<file path="config.mk">
export PLATFORM = sky130hd
export DESIGN_NAME = wired_lane_resolver_flat
export DESIGN_NICKNAME = d
export VERILOG_FILES = /design/src/rtl/wired_lane_resolver_if.sv /design/src/rtl/wired_lane_resolver.sv /design/src/flat_wrapper.sv
export SDC_FILE = /design/constraint.sdc
export NUM_CORES = 1
export LEC_CHECK = 0
export BUFFER_PORTS_ARGS = -buffer_cell sky130_fd_sc_hd__buf_2
export CAP_MARGIN = 40
export CELL_PAD_IN_SITES_DETAIL_PLACEMENT = 1
export CELL_PAD_IN_SITES_GLOBAL_PLACEMENT = 1
export CORE_ASPECT_RATIO = 0.7
export CORE_MARGIN = 8
export CORE_UTILIZATION = 40
export CTS_BUF_LIST = sky130_fd_sc_hd__clkbuf_4 sky130_fd_sc_hd__clkbuf_8 sky130_fd_sc_hd__clkbuf_16
export DETAILED_ROUTE_END_ITERATION = 8
export PLACE_DENSITY = 0.68
export SYNTH_ARGS = -nofsm -noshare
export SYNTH_HDL_FRONTEND = slang
export SYNTH_SLANG_ARGS = --single-unit
</file>
<file path="constraint.sdc">
create_clock -name clk_i -period 9.1 [get_ports clk_i]
set_input_delay 1.82 -clock clk_i [delete_from_list [all_inputs] [get_ports clk_i]]
set_output_delay 1.82 -clock clk_i [all_outputs]
set_load 0.01 [all_outputs]
</file>
<file path="src/rtl/wired_lane_resolver_if.sv">
// rtl/wired_lane_resolver_if.sv - input/output stream bundle for the wired lane resolver
interface wired_lane_resolver_if #(
    parameter int LANES = 4,
    parameter int WIDTH = 30
);
    // producer side: one word of LANES drivers plus the net semantic
    logic                     in_valid;
    logic                     in_ready;
    logic [LANES*WIDTH-1:0]   in_val;
    logic [LANES*WIDTH-1:0]   in_en;
    logic [1:0]               in_mode;

    // consumer side: 4-state resolved word split into value / x / z planes
    logic                     out_valid;
    logic                     out_ready;
    logic [WIDTH-1:0]         out_val;
    logic [WIDTH-1:0]         out_unk;
    logic [WIDTH-1:0]         out_z;

    // master drives words in and takes results out
    modport master (
        output in_valid, in_val, in_en, in_mode, out_ready,
        input  in_ready, out_valid, out_val, out_unk, out_z
    );

    // slave is the resolver itself
    modport slave (
        input  in_valid, in_val, in_en, in_mode, out_ready,
        output in_ready, out_valid, out_val, out_unk, out_z
    );
endinterface

</file>
<file path="src/rtl/wired_lane_resolver.sv">
// rtl/wired_lane_resolver.sv - multi-lane wired-net resolver with stage register and output FIFO (option macro: WIRED_LANE_RESOLVER_CONFLICT_CNT_EN)
module wired_lane_resolver #(
    parameter int LANES      = 4,
    parameter int WIDTH      = 30,
    parameter int FIFO_DEPTH = 4
) (
    input  logic                  clk_i,
    input  logic                  rst_i,
    wired_lane_resolver_if.slave  port_io
`ifdef WIRED_LANE_RESOLVER_CONFLICT_CNT_EN
    ,
    output logic [15:0]           conflict_cnt_o
`endif
);

    localparam int PTR_W = $clog2(FIFO_DEPTH);
    localparam int CNT_W = PTR_W + 1;

    localparam logic [1:0] MODE_TRI    = 2'd0;
    localparam logic [1:0] MODE_TRIAND = 2'd1;
    localparam logic [1:0] MODE_TRIOR  = 2'd2;
    localparam logic [1:0] MODE_TRI0   = 2'd3;

    // stage register: one word plus its latched mode
    logic                   stage_valid_q, stage_valid_d;
    logic [LANES*WIDTH-1:0] stage_val_q,   stage_val_d;
    logic [LANES*WIDTH-1:0] stage_en_q,    stage_en_d;
    logic [1:0]             stage_mode_q,  stage_mode_d;

    // output FIFO storage and bookkeeping
    logic [WIDTH-1:0] mem_val_q [FIFO_DEPTH];
    logic [WIDTH-1:0] mem_unk_q [FIFO_DEPTH];
    logic [WIDTH-1:0] mem_z_q   [FIFO_DEPTH];
    logic [PTR_W-1:0] wr_ptr_q, wr_ptr_d;
    logic [PTR_W-1:0] rd_ptr_q, rd_ptr_d;
    logic [CNT_W-1:0] count_q,  count_d;

    // per-bit lane summaries and resolved planes of the staged word
    logic [WIDTH-1:0] any_en;
    logic [WIDTH-1:0] any_one;
    logic [WIDTH-1:0] any_zero;
    logic [WIDTH-1:0] res_val;
    logic [WIDTH-1:0] res_unk;
    logic [WIDTH-1:0] res_z;

    // handshake strobes
    logic fifo_not_empty;
    logic accept;
    logic pop;
    logic push;

    assign fifo_not_empty = (count_q != '0);
    assign pop            = fifo_not_empty && port_io.out_ready;
    // the stage may only move on if the FIFO has room now or frees a slot this cycle
    assign push           = stage_valid_q && ((count_q < CNT_W'(FIFO_DEPTH)) || pop);
    assign port_io.in_ready = !rst_i && (!stage_valid_q || push);
    assign accept         = port_io.in_valid && port_io.in_ready;

    // head of FIFO drives the outputs; planes read as zero while empty
    assign port_io.out_valid = fifo_not_empty;
    assign port_io.out_val   = fifo_not_empty ? mem_val_q[rd_ptr_q] : '0;
    assign port_io.out_unk   = fifo_not_empty ? mem_unk_q[rd_ptr_q] : '0;
    assign port_io.out_z     = fifo_not_empty ? mem_z_q[rd_ptr_q]   : '0;

    // collapse all lanes into "someone drives", "someone drives 1", "someone drives 0"
    always_comb begin
        any_en   = '0;
        any_one  = '0;
        any_zero = '0;
        for (int l = 0; l < LANES; l++) begin
            any_en   = any_en   |  stage_en_q[l*WIDTH +: WIDTH];
            any_one  = any_one  | (stage_en_q[l*WIDTH +: WIDTH] &  stage_val_q[l*WIDTH +: WIDTH]);
            any_zero = any_zero | (stage_en_q[l*WIDTH +: WIDTH] & ~stage_val_q[l*WIDTH +: WIDTH]);
        end
    end

    // apply the latched net semantic; value plane is already zero where unk or z is set
    always_comb begin
        res_val = '0;
        res_unk = '0;
        res_z   = '0;
        case (stage_mode_q)
            MODE_TRIAND: begin
                res_z   = ~any_en;
                res_val = any_en & ~any_zero;
            end
            MODE_TRIOR: begin
                res_z   = ~any_en;
                res_val = any_one;
            end
            MODE_TRI0: begin
                // undriven pulls to 0 instead of floating
                res_unk = any_one & any_zero;
                res_val = any_one & ~any_zero;
            end
            default: begin
                res_z   = ~any_en;
                res_unk = any_one & any_zero;
                res_val = any_one & ~any_zero;
            end
        endcase
    end

    // stage next state: capture on accept, empty when it drains into the FIFO
    always_comb begin
        stage_valid_d = stage_valid_q;
        stage_val_d   = stage_val_q;
        stage_en_d    = stage_en_q;
        stage_mode_d  = stage_mode_q;
        if (accept) begin
            stage_valid_d = 1'b1;
            stage_val_d   = port_io.in_val;
            stage_en_d    = port_io.in_en;
            stage_mode_d  = port_io.in_mode;
        end else if (push) begin
            stage_valid_d = 1'b0;
        end
    end

    // FIFO pointer and occupancy next state; simultaneous push and pop keep the count
    always_comb begin
        wr_ptr_d = wr_ptr_q;
        rd_ptr_d = rd_ptr_q;
        count_d  = count_q + CNT_W'(push) - CNT_W'(pop);
        if (push) begin
            wr_ptr_d = wr_ptr_q + PTR_W'(1);
        end
        if (pop) begin
            rd_ptr_d = rd_ptr_q + PTR_W'(1);
        end
    end

    // control registers; reset drops the staged word and everything queued
    always_ff @(posedge clk_i) begin
        if (rst_i) begin
            stage_valid_q <= 1'b0;
            wr_ptr_q      <= '0;
            rd_ptr_q      <= '0;
            count_q       <= '0;
        end else begin
            stage_valid_q <= stage_valid_d;
            wr_ptr_q      <= wr_ptr_d;
            rd_ptr_q      <= rd_ptr_d;
            count_q       <= count_d;
        end
    end

    // datapath registers need no reset: they are qualified by the valid/count state
    always_ff @(posedge clk_i) begin
        stage_val_q  <= stage_val_d;
        stage_en_q   <= stage_en_d;
        stage_mode_q <= stage_mode_d;
        if (push) begin
            mem_val_q[wr_ptr_q] <= res_val;
            mem_unk_q[wr_ptr_q] <= res_unk;
            mem_z_q[wr_ptr_q]   <= res_z;
        end
    end

`ifdef WIRED_LANE_RESOLVER_CONFLICT_CNT_EN
    logic [15:0] conflict_cnt_q, conflict_cnt_d;

    // count pushed words carrying any x bit, saturating at all-ones
    always_comb begin
        conflict_cnt_d = conflict_cnt_q;
        if (push && (|res_unk) && (conflict_cnt_q != 16'hFFFF)) begin
            conflict_cnt_d = conflict_cnt_q + 16'd1;
        end
    end

    // conflict counter register, cleared only by reset
    always_ff @(posedge clk_i) begin
        if (rst_i) begin
            conflict_cnt_q <= 16'd0;
        end else begin
            conflict_cnt_q <= conflict_cnt_d;
        end
    end

    assign conflict_cnt_o = conflict_cnt_q;
`endif

endmodule

</file>
<file path="src/flat_wrapper.sv">
// flat-port wrapper written by rule: the top's interface ports become plain ports
module wired_lane_resolver_flat 
#(
    parameter int LANES      = 4,
    parameter int WIDTH      = 30,
    parameter int FIFO_DEPTH = 4
)
  (clk_i, rst_i, port_io_in_valid, port_io_in_val, port_io_in_en, port_io_in_mode, port_io_out_ready, port_io_in_ready, port_io_out_valid, port_io_out_val, port_io_out_unk, port_io_out_z);
  wired_lane_resolver_if #(.LANES(LANES), .WIDTH(WIDTH)) port_io_i ();
  input  logic clk_i;
  input  logic rst_i;
  input wire logic [$bits(port_io_i.in_valid)-1:0] port_io_in_valid;
  input wire logic [$bits(port_io_i.in_val)-1:0] port_io_in_val;
  input wire logic [$bits(port_io_i.in_en)-1:0] port_io_in_en;
  input wire logic [$bits(port_io_i.in_mode)-1:0] port_io_in_mode;
  input wire logic [$bits(port_io_i.out_ready)-1:0] port_io_out_ready;
  output wire logic [$bits(port_io_i.in_ready)-1:0] port_io_in_ready;
  output wire logic [$bits(port_io_i.out_valid)-1:0] port_io_out_valid;
  output wire logic [$bits(port_io_i.out_val)-1:0] port_io_out_val;
  output wire logic [$bits(port_io_i.out_unk)-1:0] port_io_out_unk;
  output wire logic [$bits(port_io_i.out_z)-1:0] port_io_out_z;
  assign port_io_i.in_valid = port_io_in_valid;
  assign port_io_i.in_val = port_io_in_val;
  assign port_io_i.in_en = port_io_in_en;
  assign port_io_i.in_mode = port_io_in_mode;
  assign port_io_i.out_ready = port_io_out_ready;
  assign port_io_in_ready = port_io_i.in_ready;
  assign port_io_out_valid = port_io_i.out_valid;
  assign port_io_out_val = port_io_i.out_val;
  assign port_io_out_unk = port_io_i.out_unk;
  assign port_io_out_z = port_io_i.out_z;
  wired_lane_resolver #(.LANES(LANES), .WIDTH(WIDTH), .FIFO_DEPTH(FIFO_DEPTH)) u_core (.clk_i(clk_i), .rst_i(rst_i), .port_io(port_io_i));
endmodule
</file>
==> flow_metrics.env, run 1 <==
export IMPL_nets=1996
export IMPL_fin_util=0.4806
export IMPL_hpwl_mm=39.51
export IMPL_drt_first_pass_iters=5
export IMPL_yosys_area_top_type="edfxtp_1"
export IMPL_swShare=0.2744
export IMPL_wire_per_inst_um=23.21
export IMPL_post_cts_resize_count=0
export IMPL_avgSynthCellArea_um2=17.67
export IMPL_critPathKind="flop to output port"
export IMPL_core_um2=59780
export IMPL_cp_required_ns=7.28
export IMPL_drt_initial_drc_count=898
export IMPL_syn_nets=1622
export IMPL_final_max_slew_viol_count=0
export IMPL_mappedNetlistArea_um2=24140
export IMPL_fin_setup_tns_ns=0
export IMPL_p_leak_nw=10.49
export IMPL_die_area_um2=68590
export IMPL_max_freq_mhz=205.2
export IMPL_clockBufferDepth=3
export IMPL_portBuffers=337
export IMPL_peakVddDrop_v=0.0001486
export IMPL_holdBufCountCts=0
export IMPL_synth_top_area_share=0.7489
export IMPL_cp_arrival_ns=3.05
export IMPL_p_switching_mw=1.981
export IMPL_cts_made_buffers=59
export IMPL_outcome="finished, final reports clean"
export IMPL_cts_root_buf="clkbuf_16"
export IMPL_internal_power_mw=5.239
export IMPL_fin_crit_sh=0.5356
export IMPL_maxSlewHeadroom=0.3730
export IMPL_maxCapViolations=0
export IMPL_antenna_found_initial=3
export IMPL_drive_above_1_share=0.3117
export IMPL_ys_types=28
export IMPL_die_x_um=309.6
export IMPL_htreeDepth=2
export IMPL_wl_mm=60.25
export IMPL_vias_per_cell=5.198
export IMPL_worst_slew_pin_slew_ns=0.9406
export IMPL_finalSetupViolCount=0
export IMPL_syn_inst=1366
export IMPL_gr_total_overflow=0
export IMPL_initial_core_util=0.4038
export IMPL_dr_total_vias=13500
export IMPL_grt_pass1_vias=15170
export IMPL_crit_fanout=33
export IMPL_cts_tree="done"
export IMPL_rows=75
export IMPL_stdcell_area_um2=28730
export IMPL_place_area_um2=26860
export IMPL_hold_path_class="flop to flop"
export IMPL_yosysWarnings=0
export IMPL_rsz0062_at_grt="false"
export IMPL_drc=0
export IMPL_clk_latency_ns=0.61
export IMPL_layout_min_cycle_time_ns=4.874
export IMPL_layout_cells_non_filler=2596
export IMPL_synthTopCellsByArea="edfxtp_1, mux4_2, a22oi_1"
export IMPL_io_pins=338
export IMPL_power_density_nw_per_um2=251.3
export IMPL_drtAntennaViolNets=0
export IMPL_clockPowerShare=0.328
export IMPL_finalHoldViolCount=0
export IMPL_synth_seq_cells=612
export IMPL_cts_sinks=612
export IMPL_clk_pin_slew_worst_paths_ns=0.06
export IMPL_cts_setup_buffers=0
export IMPL_skew_ns=0.01373
export IMPL_grt_max_degree=137
export IMPL_start_kind="flop"
export IMPL_track_usage=0.1717
export IMPL_grt_pass1_wl_mm=90.90
export IMPL_critical_path_endpoint_type="output port"
export IMPL_dieHeight_um=221.5
export IMPL_gp_congestion=0.7422
export IMPL_seqPwrFrac=0.465
export IMPL_power_frac_comb=0.207
export IMPL_synth_seq_area_share=0.7572
export IMPL_place_inst=2487
export IMPL_area_delta_synth_final_pct=19.01
==> metal layers <==
| metal | track usage | vias up | wire [um] |
|---|---|---|---|
| met3 | 0.03854 | 88 | 3206 |
| met1 | 0.2269 | 7033 | 26410 |
| met2 | 0.2877 | 318 | 29420 |
| met5 | 0 | - | 7 |
| met4 | 0.04110 | 2 | 1211 |
| li1 | - | 6054 | - |
==> layout make-up <==
cell class | count | area [um2]
diodes | 1 | 2.502
clock buffers | 73 | 1599
clock inverters | 35 | 262.8
fillers | 5814 | 31050
inverters | 130 | 488.0
multi-input cells | 578 | 5060
flip-flops and latches | 612 | 18290
well taps | 808 | 1011
repair buffers | 359 | 2019
==> cell usage in the layout, fill, tap and decap left out, drive strengths merged, types with 32 or more instances in the layout <==
| cell | instances |
|---|---|
| nor2b | 32 |
| edfxtp | 602 |
| and2 | 96 |
| clkbuf | 73 |
| buf | 358 |
| nor2 | 39 |
| a22oi | 90 |
| mux4 | 90 |
| nand2 | 60 |
| inv | 132 |
==> power groups by stage <==
| stage | registers, mW | clock network, mW | logic (mW) |
|---|---|---|---|
| 2_1_floorplan | 3.37 | 0 | 0.980 |
| 4_1_cts | 3.36 | 2.44 | 1.54 |
| 6_report | 3.35 | 2.37 | 1.50 |
| 5_1_grt | 3.37 | 2.53 | 1.63 |
| 3_5_place_dp | 3.42 | 0 | 1.54 |
| 3_3_place_gp | 3.41 | 0 | 1.50 |
==> state kept, by name, indices dropped and copies added (netlist names), named ones only <==
| name | flops |
|---|---|
| u_core.wr_ptr_q | 2 |
| u_core.stage_valid_q | 1 |
| u_core.stage_val_q | 120 |
| u_core.stage_en_q | 120 |
| u_core.stage_mode_q | 2 |
| u_core.mem_val_q | 120 |
| u_core.mem_z_q | 120 |
| u_core.count_q | 3 |
| u_core.rd_ptr_q | 2 |
| u_core.mem_unk_q | 120 |
==> cells by family after synthesis <==
| logic type | synth area share |
|---|---|
| AOI/OAI and AO/OA | 0.05178 |
| xor gates and xnor gates | 0.001814 |
| DFF | 0.7572 |
| and+or+nand+nor | 0.06510 |
| adders and majority gates | 0.005494 |
| muxes | 0.08438 |
| buffers and inverters | 0.03426 |
==> final timing paths <==
path,depth (start not counted),end,start,slack [ns]
setup / recovery,4,port_io_out_z[13],flop,4.23
hold / removal,2,flop,u_core.rd_ptr_q[1],0.54
setup reg to reg,7,u_core.mem_val_q[2][18],u_core.stage_mode_q[0],6.26
hold reg to reg,2,flop,u_core.rd_ptr_q[1],0.54
==> Yosys cell counts (all sizes together) <==
cell	number
inv	130
o221ai	30
edfxtp	602
and3	31
nor4	30
xnor2	4
nor2	39
a21oi	30
clkbuf	25
nand2	60
mux2i	1
ha	9
and2	96
or3	1
mux4	90
nand3	1
fa	1
nor2b	32
a21boi	1
a22oi	90
dfxtp	10
nand2b	1
buf	21
xor2	1
o21ai	30
==> metrics by stage <==
stage / worst slack, ns / power (mW) / hold WS, ns
final: 4.226 / 7.219 / 0.5399
after global routing: 3.949 / 7.534 / 0.5716
after CTS: 4.066 / 7.346 / 0.5415
after detailed placement: 4.763 / 4.954 / 0.5276
after global placement: 4.783 / 4.908 / 0.5362
after floorplan: 0.6816 / 4.350 / 0.4847
==> critical path, stage by stage (launching register included) <==
cell and delay, ns:
dfxtp_4 0.72, buf_4 0.68, mux4_2 0.60, and2_1 0.21, buf_2 0.15
Note: power is estimated with default switching activity, not from simulation.
==> run 2, diff against run 1 <==
==> constraint.sdc (replaced) <==
create_clock -name clk_i -period 4.76 [get_ports clk_i]
set_input_delay 0.952 -clock clk_i [delete_from_list [all_inputs] [get_ports clk_i]]
set_output_delay 0.952 -clock clk_i [all_outputs]
set_load 0.01 [all_outputs]
==> run 2 against run 1 <==
Compared with the run above: via count rose by 0.76%; largest cell class unchanged; final cell count rose by 0.62%; first-iteration DRC count rose by 1.6%; global-route usage is 0.091 points higher; critical path depth is the same; flip-flop and latch count is the same; count of clock-buffer cells in the layout down 5.
==> flow_metrics.env, run 2 (synthesized netlist as in run 1, its figures left out) <==
export IMPL_antenna_found_initial=3
export IMPL_fill_cells=5791
export IMPL_dr_total_vias=13600
export IMPL_gr_total_overflow=0
export IMPL_worst_slew_pin_slew_ns=0.8139
export IMPL_holdBufCountCts=0
export IMPL_max_freq_mhz=260.4
export IMPL_power_mw=14.23
export IMPL_core_um2=59780
export IMPL_cp_arrival_ns=2.89
export IMPL_drc=0
export IMPL_r2r_end="u_core.count_q[2]"
export IMPL_track_usage=0.1726
export IMPL_drt_first_pass_iters=5
export IMPL_initial_core_util=0.4038
export IMPL_final_max_slew_viol_count=0
export IMPL_cts_tree="done"
export IMPL_layout_common_cells="edfxtp_1, buf_2, inv_1, and2_1"
export IMPL_layout_min_cycle_time_ns=3.841
export IMPL_clk_latency_ns=0.62
export IMPL_cts_sinks=612
export IMPL_rows=75
export IMPL_swShare=0.2695
export IMPL_post_cts_resize_count=0
export IMPL_cts_root_buf="clkbuf_16"
export IMPL_final_common_cell="edfxtp_1"
export IMPL_die_area_um2=68590
export IMPL_wl_mm=60.55
export IMPL_hpwl_mm=40.10
export IMPL_dieHeight_um=221.5
export IMPL_maxSlewHeadroom=0.4574
export IMPL_whs_path_depth=1
export IMPL_crit_fanout=31
export IMPL_internal_power_mw=10.39
export IMPL_drive_above_1_share=0.3167
export IMPL_p_leak_nw=10.63
export IMPL_timing_hold_ws_ns=0.5001
export IMPL_power_density_nw_per_um2=490.6
export IMPL_power_frac_comb=0.202
export IMPL_hold_path_class="input pin to flop"
export IMPL_grt_pass1_wl_mm=90.94
export IMPL_critical_path_endpoint_type="output port"
export IMPL_rsz0062_at_grt="false"
export IMPL_regArea_um2=18290
export IMPL_die_x_um=309.6
export IMPL_cts_made_buffers=59
export IMPL_maxCapViolations=0
export IMPL_clockBufferDepth=3
export IMPL_fin_setup_tns_ns=0
export IMPL_grt_pass1_vias=15320
export IMPL_finalSetupViolCount=0
export IMPL_multiInputGateArea_um2=5060
export IMPL_skew_ns=0.01884
export IMPL_htreeDepth=2
export IMPL_drtAntennaViolNets=0
export IMPL_drt_initial_drc_count=912
export IMPL_start_kind="flop"
export IMPL_worstSetupEndpoint="port_io_out_z[15]"
export IMPL_portBuffers=337
export IMPL_p_switching_mw=3.834
export IMPL_cts_setup_buffers=0
export IMPL_io_pins=338
export IMPL_r2r_slack_ns=2.04
export IMPL_r2r_start="u_core.count_q[2]"
export IMPL_clockPowerShare=0.345
export IMPL_wire_per_inst_um=23.18
export IMPL_finalHoldViolCount=0
export IMPL_grt_max_degree=58
export IMPL_cp_required_ns=3.81
export IMPL_peakVddDrop_v=0.0003442
export IMPL_nets=2007
export IMPL_gp_congestion=0.7539
export IMPL_clk_pin_slew_worst_paths_ns=0.06
export IMPL_outcome="finished, final reports clean"
export IMPL_critPathKind="flop to output port"
export IMPL_fin_crit_sh=0.8069
export IMPL_seqPwrFrac=0.452
export IMPL_vias_per_cell=5.206
export IMPL_r2r_cells=9
export IMPL_area_delta_synth_final_pct=20.14
[run 2: metal layers]
| metal | track usage | wire (um) | vias to the layer above | part of all wire |
|---|---|---|---|---|
| met3 | 0.03091 | 3424 | 101 | 0.057 |
| met2 | 0.2944 | 30060 | 358 | 0.50 |
| met4 | 0.05160 | 1528 | 0 | 0.025 |
| met1 | 0.2243 | 25540 | 7044 | 0.42 |
| li1 | - | - | 6095 | - |
| met5 | 0 | 0 | - | 0 |
[run 2: layout make-up]
class	count	area share
multi-input cells	578	0.1745
well taps	808	0.03486
diodes	4	0.0003452
clock inverters	42	0.01700
inverters	130	0.01683
repair buffers	370	0.07274
clock buffers	68	0.05324
flip-flops and latches	612	0.6305
[run 2: worst min path at each step]
| stage | start | slack (ns) | to |
|---|---|---|---|
| 3_3_place_gp | u_core.rd_ptr_q[0] | 0.51 | flop |
| 6_report | port_io_in_en[65] | 0.50 | u_core.stage_en_q[65] |
| 4_1_cts | port_io_in_val[30] | 0.45 | u_core.stage_val_q[30] |
| 2_1_floorplan | u_core.rd_ptr_q[1] | 0.48 | flop |
| 5_1_grt | port_io_in_en[65] | 0.46 | u_core.stage_en_q[65] |
| 3_5_place_dp | u_core.rd_ptr_q[1] | 0.53 | flop |
[run 2: power groups by stage]
stage                     logic, mW  registers (mW)  clock network, mW
after floorplan                1.87            6.42                  0
after global placement         2.83            6.54                  0
after detailed placement       2.94            6.56                  0
after CTS                      2.96            6.44               5.04
after global routing           3.12            6.47               5.21
final                          2.88            6.44               4.91
[run 2: critical path, stage by stage (launching register included)]
cell	delay (ns)
dfxtp_4	0.79
buf_4	0.53
mux4_2	0.59
and2_1	0.19
buf_2	0.14
[run 2: metrics by stage]
stage	instance area, um2	setup WS (ns)	util	instances
finish	29000	0.9190	0.4851	2612
global route	28990	0.6879	0.4850	2608
CTS	28990	0.7814	0.4850	2608
detailed placement	26950	1.475	0.4509	2498
global placement	26830	1.482	0.4489	2492
floorplan	24140	0.9139	-	1366
